$ cat src/rtl/cpu_mem_arbiter_if.sv
// ---------------------------------------------------------------------------
// cpu_mem_arbiter_if
// Bundles the CPU-side fetch and data ports and the memory-side bus of the
// instruction/data memory arbiter.
//   i_*  : instruction-fetch port (request/address in, ready/read data out)
//   d_*  : load/store data port (request/address/write data/strobes in,
//          ready/read data out)
//   m_*  : shared memory bus (request/address/write data/strobes out,
//          ready/read data in)
// Modports:
//   slave  : the arbiter's view (requests in from the core, bus out to memory)
//   master : the environment's view (core + memory model driving the arbiter)
// ---------------------------------------------------------------------------
interface cpu_mem_arbiter_if #(
  parameter int ADDR_WIDTH = 32,
  parameter int DATA_WIDTH = 32
);
  localparam int STRB_WIDTH = DATA_WIDTH / 8;

  // Fetch port
  logic                  i_req;
  logic [ADDR_WIDTH-1:0] i_addr;
  logic                  i_ready;
  logic [DATA_WIDTH-1:0] i_rdata;

  // Data port
  logic                  d_req;
  logic [ADDR_WIDTH-1:0] d_addr;
  logic [DATA_WIDTH-1:0] d_wdata;
  logic [STRB_WIDTH-1:0] d_wstrb;
  logic                  d_ready;
  logic [DATA_WIDTH-1:0] d_rdata;

  // Memory bus
  logic                  m_req;
  logic [ADDR_WIDTH-1:0] m_addr;
  logic [DATA_WIDTH-1:0] m_wdata;
  logic [STRB_WIDTH-1:0] m_wstrb;
  logic                  m_ready;
  logic [DATA_WIDTH-1:0] m_rdata;

  modport slave (
    input  i_req, i_addr,
    output i_ready, i_rdata,
    input  d_req, d_addr, d_wdata, d_wstrb,
    output d_ready, d_rdata,
    output m_req, m_addr, m_wdata, m_wstrb,
    input  m_ready, m_rdata
  );

  modport master (
    output i_req, i_addr,
    input  i_ready, i_rdata,
    output d_req, d_addr, d_wdata, d_wstrb,
    input  d_ready, d_rdata,
    input  m_req, m_addr, m_wdata, m_wstrb,
    output m_ready, m_rdata
  );
endinterface

$ cat src/rtl/cpu_mem_arbiter.sv
// ---------------------------------------------------------------------------
// cpu_mem_arbiter
// Shares one memory bus between the instruction-fetch port and the load/store
// data port. In IDLE the winning request is registered onto the bus; the
// arbiter then holds the bus until memory acknowledges and routes the
// response back to the owner. Data normally wins a contested cycle, but after
// MAX_DATA_STREAK consecutive contested data grants the fetch port is forced
// through so it can never starve.
// Ports:
//   clk  : clock, all logic on the rising edge
//   rst  : synchronous active-high reset
//   bus  : cpu_mem_arbiter_if.slave (fetch port, data port, memory bus)
//   busy : high whenever a transaction owns the bus (state != IDLE)
// ---------------------------------------------------------------------------
module cpu_mem_arbiter #(
  parameter int ADDR_WIDTH      = 32,
  parameter int DATA_WIDTH      = 32,
  parameter int MAX_DATA_STREAK = 4
) (
  input  logic                   clk,
  input  logic                   rst,
  cpu_mem_arbiter_if.slave       bus,
  output logic                   busy
);

  localparam int STRB_WIDTH = DATA_WIDTH / 8;
  localparam int STREAK_W   = $clog2(MAX_DATA_STREAK + 1);
  localparam logic [STREAK_W-1:0] STREAK_MAX = STREAK_W'(MAX_DATA_STREAK);

  typedef enum logic [1:0] {
    IDLE    = 2'd0,
    GRANT_I = 2'd1,
    GRANT_D = 2'd2
  } state_e;

  state_e                state_q,   state_d;
  logic [STREAK_W-1:0]   streak_q,  streak_d;
  logic                  m_req_q,   m_req_d;
  logic [ADDR_WIDTH-1:0] m_addr_q,  m_addr_d;
  logic [DATA_WIDTH-1:0] m_wdata_q, m_wdata_d;
  logic [STRB_WIDTH-1:0] m_wstrb_q, m_wstrb_d;

  logic                  grant_i_s;
  logic                  grant_d_s;

  // Arbitration decision, only meaningful while IDLE. Fetch wins when it is
  // alone or when the data streak has reached its limit.
  always_comb begin
    grant_i_s = 1'b0;
    grant_d_s = 1'b0;
    if (state_q == IDLE) begin
      grant_i_s = bus.i_req && (!bus.d_req || (streak_q == STREAK_MAX));
      grant_d_s = bus.d_req && !grant_i_s;
    end else begin
      grant_i_s = 1'b0;
      grant_d_s = 1'b0;
    end
  end

  // State register and bus/streak flops, synchronous reset.
  always_ff @(posedge clk) begin
    if (rst) begin
      state_q   <= IDLE;
      streak_q  <= {STREAK_W{1'b0}};
      m_req_q   <= 1'b0;
      m_addr_q  <= {ADDR_WIDTH{1'b0}};
      m_wdata_q <= {DATA_WIDTH{1'b0}};
      m_wstrb_q <= {STRB_WIDTH{1'b0}};
    end else begin
      state_q   <= state_d;
      streak_q  <= streak_d;
      m_req_q   <= m_req_d;
      m_addr_q  <= m_addr_d;
      m_wdata_q <= m_wdata_d;
      m_wstrb_q <= m_wstrb_d;
    end
  end

  // Next-state logic.
  always_comb begin
    state_d = state_q;
    case (state_q)
      IDLE: begin
        if (grant_i_s) begin
          state_d = GRANT_I;
        end else if (grant_d_s) begin
          state_d = GRANT_D;
        end else begin
          state_d = IDLE;
        end
      end
      GRANT_I, GRANT_D: begin
        if (bus.m_ready) begin
          state_d = IDLE;
        end else begin
          state_d = state_q;
        end
      end
      default: state_d = IDLE;
    endcase
  end

  // Next values for the registered bus signals and the data streak counter.
  // Requester inputs are only sampled in IDLE; the bus holds during a grant.
  always_comb begin
    streak_d  = streak_q;
    m_req_d   = m_req_q;
    m_addr_d  = m_addr_q;
    m_wdata_d = m_wdata_q;
    m_wstrb_d = m_wstrb_q;
    case (state_q)
      IDLE: begin
        if (grant_i_s) begin
          m_req_d   = 1'b1;
          m_addr_d  = bus.i_addr;
          m_wdata_d = {DATA_WIDTH{1'b0}};
          m_wstrb_d = {STRB_WIDTH{1'b0}};
          streak_d  = {STREAK_W{1'b0}};
        end else if (grant_d_s) begin
          m_req_d   = 1'b1;
          m_addr_d  = bus.d_addr;
          m_wdata_d = bus.d_wdata;
          m_wstrb_d = bus.d_wstrb;
          // Only a contested data grant extends the streak.
          if (bus.i_req) begin
            if (streak_q != STREAK_MAX) begin
              streak_d = streak_q + {{(STREAK_W-1){1'b0}}, 1'b1};
            end else begin
              streak_d = streak_q;
            end
          end else begin
            streak_d = {STREAK_W{1'b0}};
          end
        end else begin
          m_req_d = 1'b0;
        end
      end
      GRANT_I, GRANT_D: begin
        if (bus.m_ready) begin
          m_req_d = 1'b0;
        end else begin
          m_req_d = 1'b1;
        end
      end
      default: begin
        m_req_d = 1'b0;
      end
    endcase
  end

  // Outputs: ready pulses are combinational from m_ready, gated by the
  // owning grant state so a spurious m_ready in IDLE is ignored.
  always_comb begin
    bus.i_ready = (state_q == GRANT_I) && bus.m_ready;
    bus.d_ready = (state_q == GRANT_D) && bus.m_ready;
    bus.i_rdata = bus.m_rdata;
    bus.d_rdata = bus.m_rdata;
    bus.m_req   = m_req_q;
    bus.m_addr  = m_addr_q;
    bus.m_wdata = m_wdata_q;
    bus.m_wstrb = m_wstrb_q;
    busy        = (state_q != IDLE);
  end

endmodule
$ cat src/flat_wrapper.sv
// flat-port wrapper written by rule: the top's interface ports become plain ports
module cpu_mem_arbiter_flat 
#(
  parameter int ADDR_WIDTH      = 32,
  parameter int DATA_WIDTH      = 32,
  parameter int MAX_DATA_STREAK = 4
)
  (clk, rst, busy, bus_i_req, bus_i_addr, bus_i_ready, bus_i_rdata, bus_d_req, bus_d_addr, bus_d_wdata, bus_d_wstrb, bus_d_ready, bus_d_rdata, bus_m_req, bus_m_addr, bus_m_wdata, bus_m_wstrb, bus_m_ready, bus_m_rdata);
  cpu_mem_arbiter_if #(.ADDR_WIDTH(ADDR_WIDTH), .DATA_WIDTH(DATA_WIDTH)) bus_i ();
  input  logic clk;
  input  logic rst;
  output logic busy;
  input wire logic [$bits(bus_i.i_req)-1:0] bus_i_req;
  input wire logic [$bits(bus_i.i_addr)-1:0] bus_i_addr;
  output wire logic [$bits(bus_i.i_ready)-1:0] bus_i_ready;
  output wire logic [$bits(bus_i.i_rdata)-1:0] bus_i_rdata;
  input wire logic [$bits(bus_i.d_req)-1:0] bus_d_req;
  input wire logic [$bits(bus_i.d_addr)-1:0] bus_d_addr;
  input wire logic [$bits(bus_i.d_wdata)-1:0] bus_d_wdata;
  input wire logic [$bits(bus_i.d_wstrb)-1:0] bus_d_wstrb;
  output wire logic [$bits(bus_i.d_ready)-1:0] bus_d_ready;
  output wire logic [$bits(bus_i.d_rdata)-1:0] bus_d_rdata;
  output wire logic [$bits(bus_i.m_req)-1:0] bus_m_req;
  output wire logic [$bits(bus_i.m_addr)-1:0] bus_m_addr;
  output wire logic [$bits(bus_i.m_wdata)-1:0] bus_m_wdata;
  output wire logic [$bits(bus_i.m_wstrb)-1:0] bus_m_wstrb;
  input wire logic [$bits(bus_i.m_ready)-1:0] bus_m_ready;
  input wire logic [$bits(bus_i.m_rdata)-1:0] bus_m_rdata;
  assign bus_i.i_req = bus_i_req;
  assign bus_i.i_addr = bus_i_addr;
  assign bus_i_ready = bus_i.i_ready;
  assign bus_i_rdata = bus_i.i_rdata;
  assign bus_i.d_req = bus_d_req;
  assign bus_i.d_addr = bus_d_addr;
  assign bus_i.d_wdata = bus_d_wdata;
  assign bus_i.d_wstrb = bus_d_wstrb;
  assign bus_d_ready = bus_i.d_ready;
  assign bus_d_rdata = bus_i.d_rdata;
  assign bus_m_req = bus_i.m_req;
  assign bus_m_addr = bus_i.m_addr;
  assign bus_m_wdata = bus_i.m_wdata;
  assign bus_m_wstrb = bus_i.m_wstrb;
  assign bus_i.m_ready = bus_m_ready;
  assign bus_i.m_rdata = bus_m_rdata;
  cpu_mem_arbiter #(.ADDR_WIDTH(ADDR_WIDTH), .DATA_WIDTH(DATA_WIDTH), .MAX_DATA_STREAK(MAX_DATA_STREAK)) u_core (.clk(clk), .rst(rst), .bus(bus_i), .busy(busy));
endmodule
$ cat config.mk
export PLATFORM = sky130hd
export DESIGN_NAME = cpu_mem_arbiter_flat
export DESIGN_NICKNAME = d
export VERILOG_FILES = /design/src/rtl/cpu_mem_arbiter_if.sv /design/src/rtl/cpu_mem_arbiter.sv /design/src/flat_wrapper.sv
export SDC_FILE = /design/constraint.sdc
export NUM_CORES = 1
export LEC_CHECK = 0
export CAP_MARGIN = 20
export CORE_ASPECT_RATIO = 1.5
export CORE_MARGIN = 2
export CORE_UTILIZATION = 30
export CTS_CLUSTER_SIZE = 8
export DETAILED_ROUTE_END_ITERATION = 7
export HOLD_SLACK_MARGIN = 0.08
export PLACE_DENSITY = 0.78
export SYNTH_ARGS = -nofsm -noshare
export SYNTH_HDL_FRONTEND = slang
export SYNTH_SLANG_ARGS = --single-unit
$ cat constraint.sdc
create_clock -name clk -period 1.55 [get_ports clk]
set_input_delay 0.31 -clock clk [delete_from_list [all_inputs] [get_ports clk]]
set_output_delay 0.31 -clock clk [all_outputs]
set_load 0.02 [all_outputs]
Word level (Yosys, flattened, before mapping). Index checks and enable logic that the tools add are counted.

Bits in registers: 74. Output and inout bits: 136. Logic and storage cells: 46.

Reductions and logical operators: 13. Muxes and demuxes: 20. Add/subtract/negate cells: 1. Equal/unequal tests: 6.

Operator list (number): 32-bit 2-to-1 mux (4); 3-bit 2-to-1 mux (4); 4-bit 2-to-1 mux (2); 2-bit 2-to-1 mux (3); 1-bit 2-to-1 mux (5); 1-bit logical AND (4); 2-bit one-hot mux with 2 select lines (1); 2-bit nonzero test (2); 3-bit by 1-bit adder with 3-bit output, second input constant (1); 3-bit equality test, second input constant (1); 3-bit by 1-bit != test with 1-bit output, second input constant (1); 3-bit != test, second input constant (1); 3-bit AND reduction (1); 2-bit by 1-bit equality test with 1-bit output, second input constant (1); 2-bit equality test, second input constant (1); 1-bit zero test (2); 2-bit zero test (1); 2-bit != test, second input constant (1); 1-bit one-hot mux with 2 select lines (1); 2-bit AND reduction (1); 2-bit OR reduction (1); 1-bit logical OR (1).

Longest topological paths before layout.
Depth in word-level cells: 9. Mapped depth: 7. Gate-level depth less buffers: 5.

Least setup slack after synthesis. OpenSTA, ideal clock, no wires.

Path kind: flip-flop to flip-flop. Start: register u_core.state_q[0]. End: register u_core.m_addr_q[14], in the netlist u_core.bus.m_addr[14]. Library setup time: 0.122 ns. Clock period less this slack: 1.551 ns. Path slack: -0.001 ns. Cell stages (with the launch flop): 8. Arrival: 1.429 ns. Path through: dfxtp_1 inv_1 ha_1 o21a_1 nor2_1 buf_4 buf_2 a221o_1.

Longest elaborated chain between the ends: 4. Elaborated cells between the ends (all ways): 6. Classes of those cells: mux: 3; reduce/logical: 3.

RTL lines: start, declared (line cpu_mem_arbiter.sv:36) `state_e state_q, state_d;`; start signal, assigned (line cpu_mem_arbiter.sv:70) `state_q <= state_d;`; 2-bit zero test * (line cpu_mem_arbiter.sv:51, cpu_mem_arbiter.sv:111); 1-bit 2-to-1 mux (line cpu_mem_arbiter.sv:51) `if (state_q == IDLE) begin`; 2-bit nonzero test (no line); 2-bit AND reduction (no line); end signal, assigned (line cpu_mem_arbiter.sv:66) `m_addr_q <= {ADDR_WIDTH{1'b0}};`; end signal, assigned (line cpu_mem_arbiter.sv:73) `m_addr_q <= m_addr_d;`; end, declared (line cpu_mem_arbiter.sv:39) `logic [ADDR_WIDTH-1:0] m_addr_q, m_addr_d;`.

Every way passes the cells marked *; elsewhere a longest branch is shown, timed or not. A chain may end at the register's enable or synchronous reset.

Final worst setup path.
Start: register u_core.state_q[1]. End: output port bus_d_ready.

Longest elaborated chain between the ends: 2.

RTL lines: 2-bit equality test (line cpu_mem_arbiter.sv:155) `bus.d_ready = (state_q == GRANT_D) && bus.m_ready;`; 1-bit logical AND (line cpu_mem_arbiter.sv:155); end, declared (line flat_wrapper.sv:21) `output wire logic [$bits(bus_i.d_ready)-1:0] bus_d_ready;`.

No other way between the ends.

==> impl_metrics.ini <==
[job]
maxCapViolCount = 0

[clock_network]
holdBufCountCts = 0
htreeDepth = 3
ctsLongestPathBuffers = 2
cts_tree = done
cts_root_buf = clkbuf_16
cts.clk_slew.worst_paths_ps = 60
cts_sinks = 74
clkLatencyLatePin_ps = 330
cts_buffers = 9

[placed_design]
place_hpwl_um = 8110
port_buffers = 176
gp_congestion = 0.782
dp.cells = 574
dp_slack_ps = -338

[setup_path]
cp.depth = 4
r2r_cells = 7
endpoint_kind = output pin
path_cells = buf_4, ha_2, and2_4, buf_6
critical_path.slowest_cell = dfxtp_2
r2r_slack_ps = 60
start_kind = flip-flop
crit_arrival_ps = 1220
path_max_fanout = 3
critical_path.top_delay_family = flip-flops
path_buf_inv = 2
critPathKind = flip-flop to output pin
slowest_delay_ps = 330
crit_required_ps = 1240

[logic_synthesis]
synth.avg_cell_area_um2 = 10.7
ys_ff_latch = 74
ys_seq_area_frac = 0.444
synth-main-ff-cell = dfxtp_1
synth_edf_count = 0
yosys.cell_types.count = 30
syn_inst = 311
ys.warnings.count = 0
synth_nets = 454
ys_async_sr_fraction = 0
syn_area_um2 = 3330

[timing]
fin_tns_setup_ps = 0
fin_crit_sh = 0.989
timing.final.ws_setup_ps = 17.2
finalClockSkew_ps = 9.43
rsz0062_at_grt = true
fin_crit_ps = 1530
hold_violations = 0
tightest_slew_ps = 291
fmax_ghz = 0.652
setup_viol = 0
max_slew_margin = 0.803
drv_slew = 0

[floorplan]
die_w_um = 90.1
core_um2 = 10900
io_pins = 273
die_area_um2 = 12000
num_rows = 47
start_util = 0.305
dieHeight_um = 133

[global_routing]
grt_usage = 0.179
antenna_found_initial = 0
grt_pass1_vias = 3319
grt_max_degree = 41
overflow = 0
grt_pass1_wl_um = 17000

[final_layout]
nets = 586
insertedDiodeCount = 0
num-fill-cells = 1027
syn_to_final_growth_pct = 63.8
instances_no_fill = 595
multiInputGateArea_um2 = 1410
layout_commonest_cell = clkdlybuf4s50_1
drive_gt1_frac = 0.214
final_cell_mix = clkdlybuf4s50_1, dfxtp_1, dlygate4sd2_1, a22o_1, a221o_1
seqCellArea_um2 = 1490
finish.utilization = 0.499

[min_path]
hold_depth = 2
hp-class = primary input to flip-flop

[routing]
dr.pass1.iters = 4
drtIter0Drc = 94
drc = 0
ant_nets = 0
routed_via_density = 5.11
num_vias = 3041
routed_wl_um = 11100
wire_per_inst_um = 18.7

[pwr]
powerDensity_nw_per_um2 = 995
p_leak_uw = 0.00234
ir_drop_mv = 0.455

[run_status]
status = complete, no violations
==> state kept, by name (all words and copies together) (netlist names) <==
signal	count
u_core.streak_q	3
u_core.bus.m_req	1
u_core.bus.m_addr	32
u_core.bus.m_wstrb	4
u_core.state_q	2
u_core.bus.m_wdata	32
==> synth_stat cells, types with 2 or more instances <==
cell type | instances | area [um2]
clkbuf_1 | 6 | 22.5
nand3_1 | 4 | 20.0
buf_6 | 2 | 22.5
nor4b_1 | 32 | 280
ha_1 | 6 | 75.1
nor3_1 | 3 | 15.0
nand2_1 | 4 | 15.0
buf_4 | 70 | 526
a22o_1 | 34 | 298
dfxtp_1 | 74 | 1480
o21ai_0 | 3 | 15.0
a221o_1 | 32 | 320
and2_1 | 3 | 18.8
nor2_1 | 3 | 11.3
buf_2 | 11 | 55.1
a21oi_1 | 6 | 30.0
inv_1 | 5 | 18.8
==> cell families (layout without fill, tap and decap cells) <==
kind of cell | Yosys count | count (layout) | share of synthesized area
compound gates | 81 | 81 | 0.214
buf+inv | 95 | 232 | 0.194
fa+ha+maj | 6 | 6 | 0.0225
flops | 74 | 74 | 0.444
simple gates | 55 | 55 | 0.124
==> path summary, 6_finish.rpt <==
path | start | endpoint
hold reg to reg | u_core.bus.m_wdata[10] | u_core.bus.m_wdata[10]
setup reg to reg | u_core.state_q[0] | u_core.bus.m_addr[15]
hold / removal | rst | u_core.state_q[1]
setup / recovery | u_core.state_q[1] | bus_d_ready
==> routing by layer <==
metal / part of all wire / track usage / routed length [um] / vias up
li1: - / - / - / 1380
met1: 0.36 / 0.169 / 4000 / 1433
met2: 0.51 / 0.321 / 5720 / 149
met3: 0.067 / 0.0566 / 744 / 79
met4: 0.061 / 0.137 / 680 / 0
met5: 0 / 0 / 0 / -
==> layout make-up <==
cell class	count	area share
Timing Repair Buffer	211	0.379
Sequential cell	74	0.272
Multi-Input combinational cell	142	0.258
Clock buffer	10	0.0419
Tap cell	147	0.0337
Clock inverter	6	0.0121
Inverter	5	0.00344
==> per-stage QoR <==
step	total power [uW]	hold slack, ps	area, um2
5_1_grt	5670	353	5460
4_1_cts	5460	329	5310
6_report	5430	349	5460
3_5_place_dp	3430	463	4970
2_1_floorplan	2920	436	3340
3_3_place_gp	3400	460	4970
==> timing repair <==
| action | CTS | global route |
|---|---|---|
| pin swaps | 4 | 1 |
| endpoints found under the hold margin | 0 | 0 |
| gates resized for setup | 100 | 30 |
| setup endpoints to repair | 137 | 48 |
| cloned | 1 | 0 |
| buffers inserted | 3 | 1 |
==> report_power, final <==
part / internal (uW) / switching (uW) / leakage (uW)
clock network: 1250 / 816 / 0.000135
registers: 2050 / 75.9 / 0.000611
logic: 663 / 576 / 0.00160
Note: power is estimated with default switching activity, not from simulation.
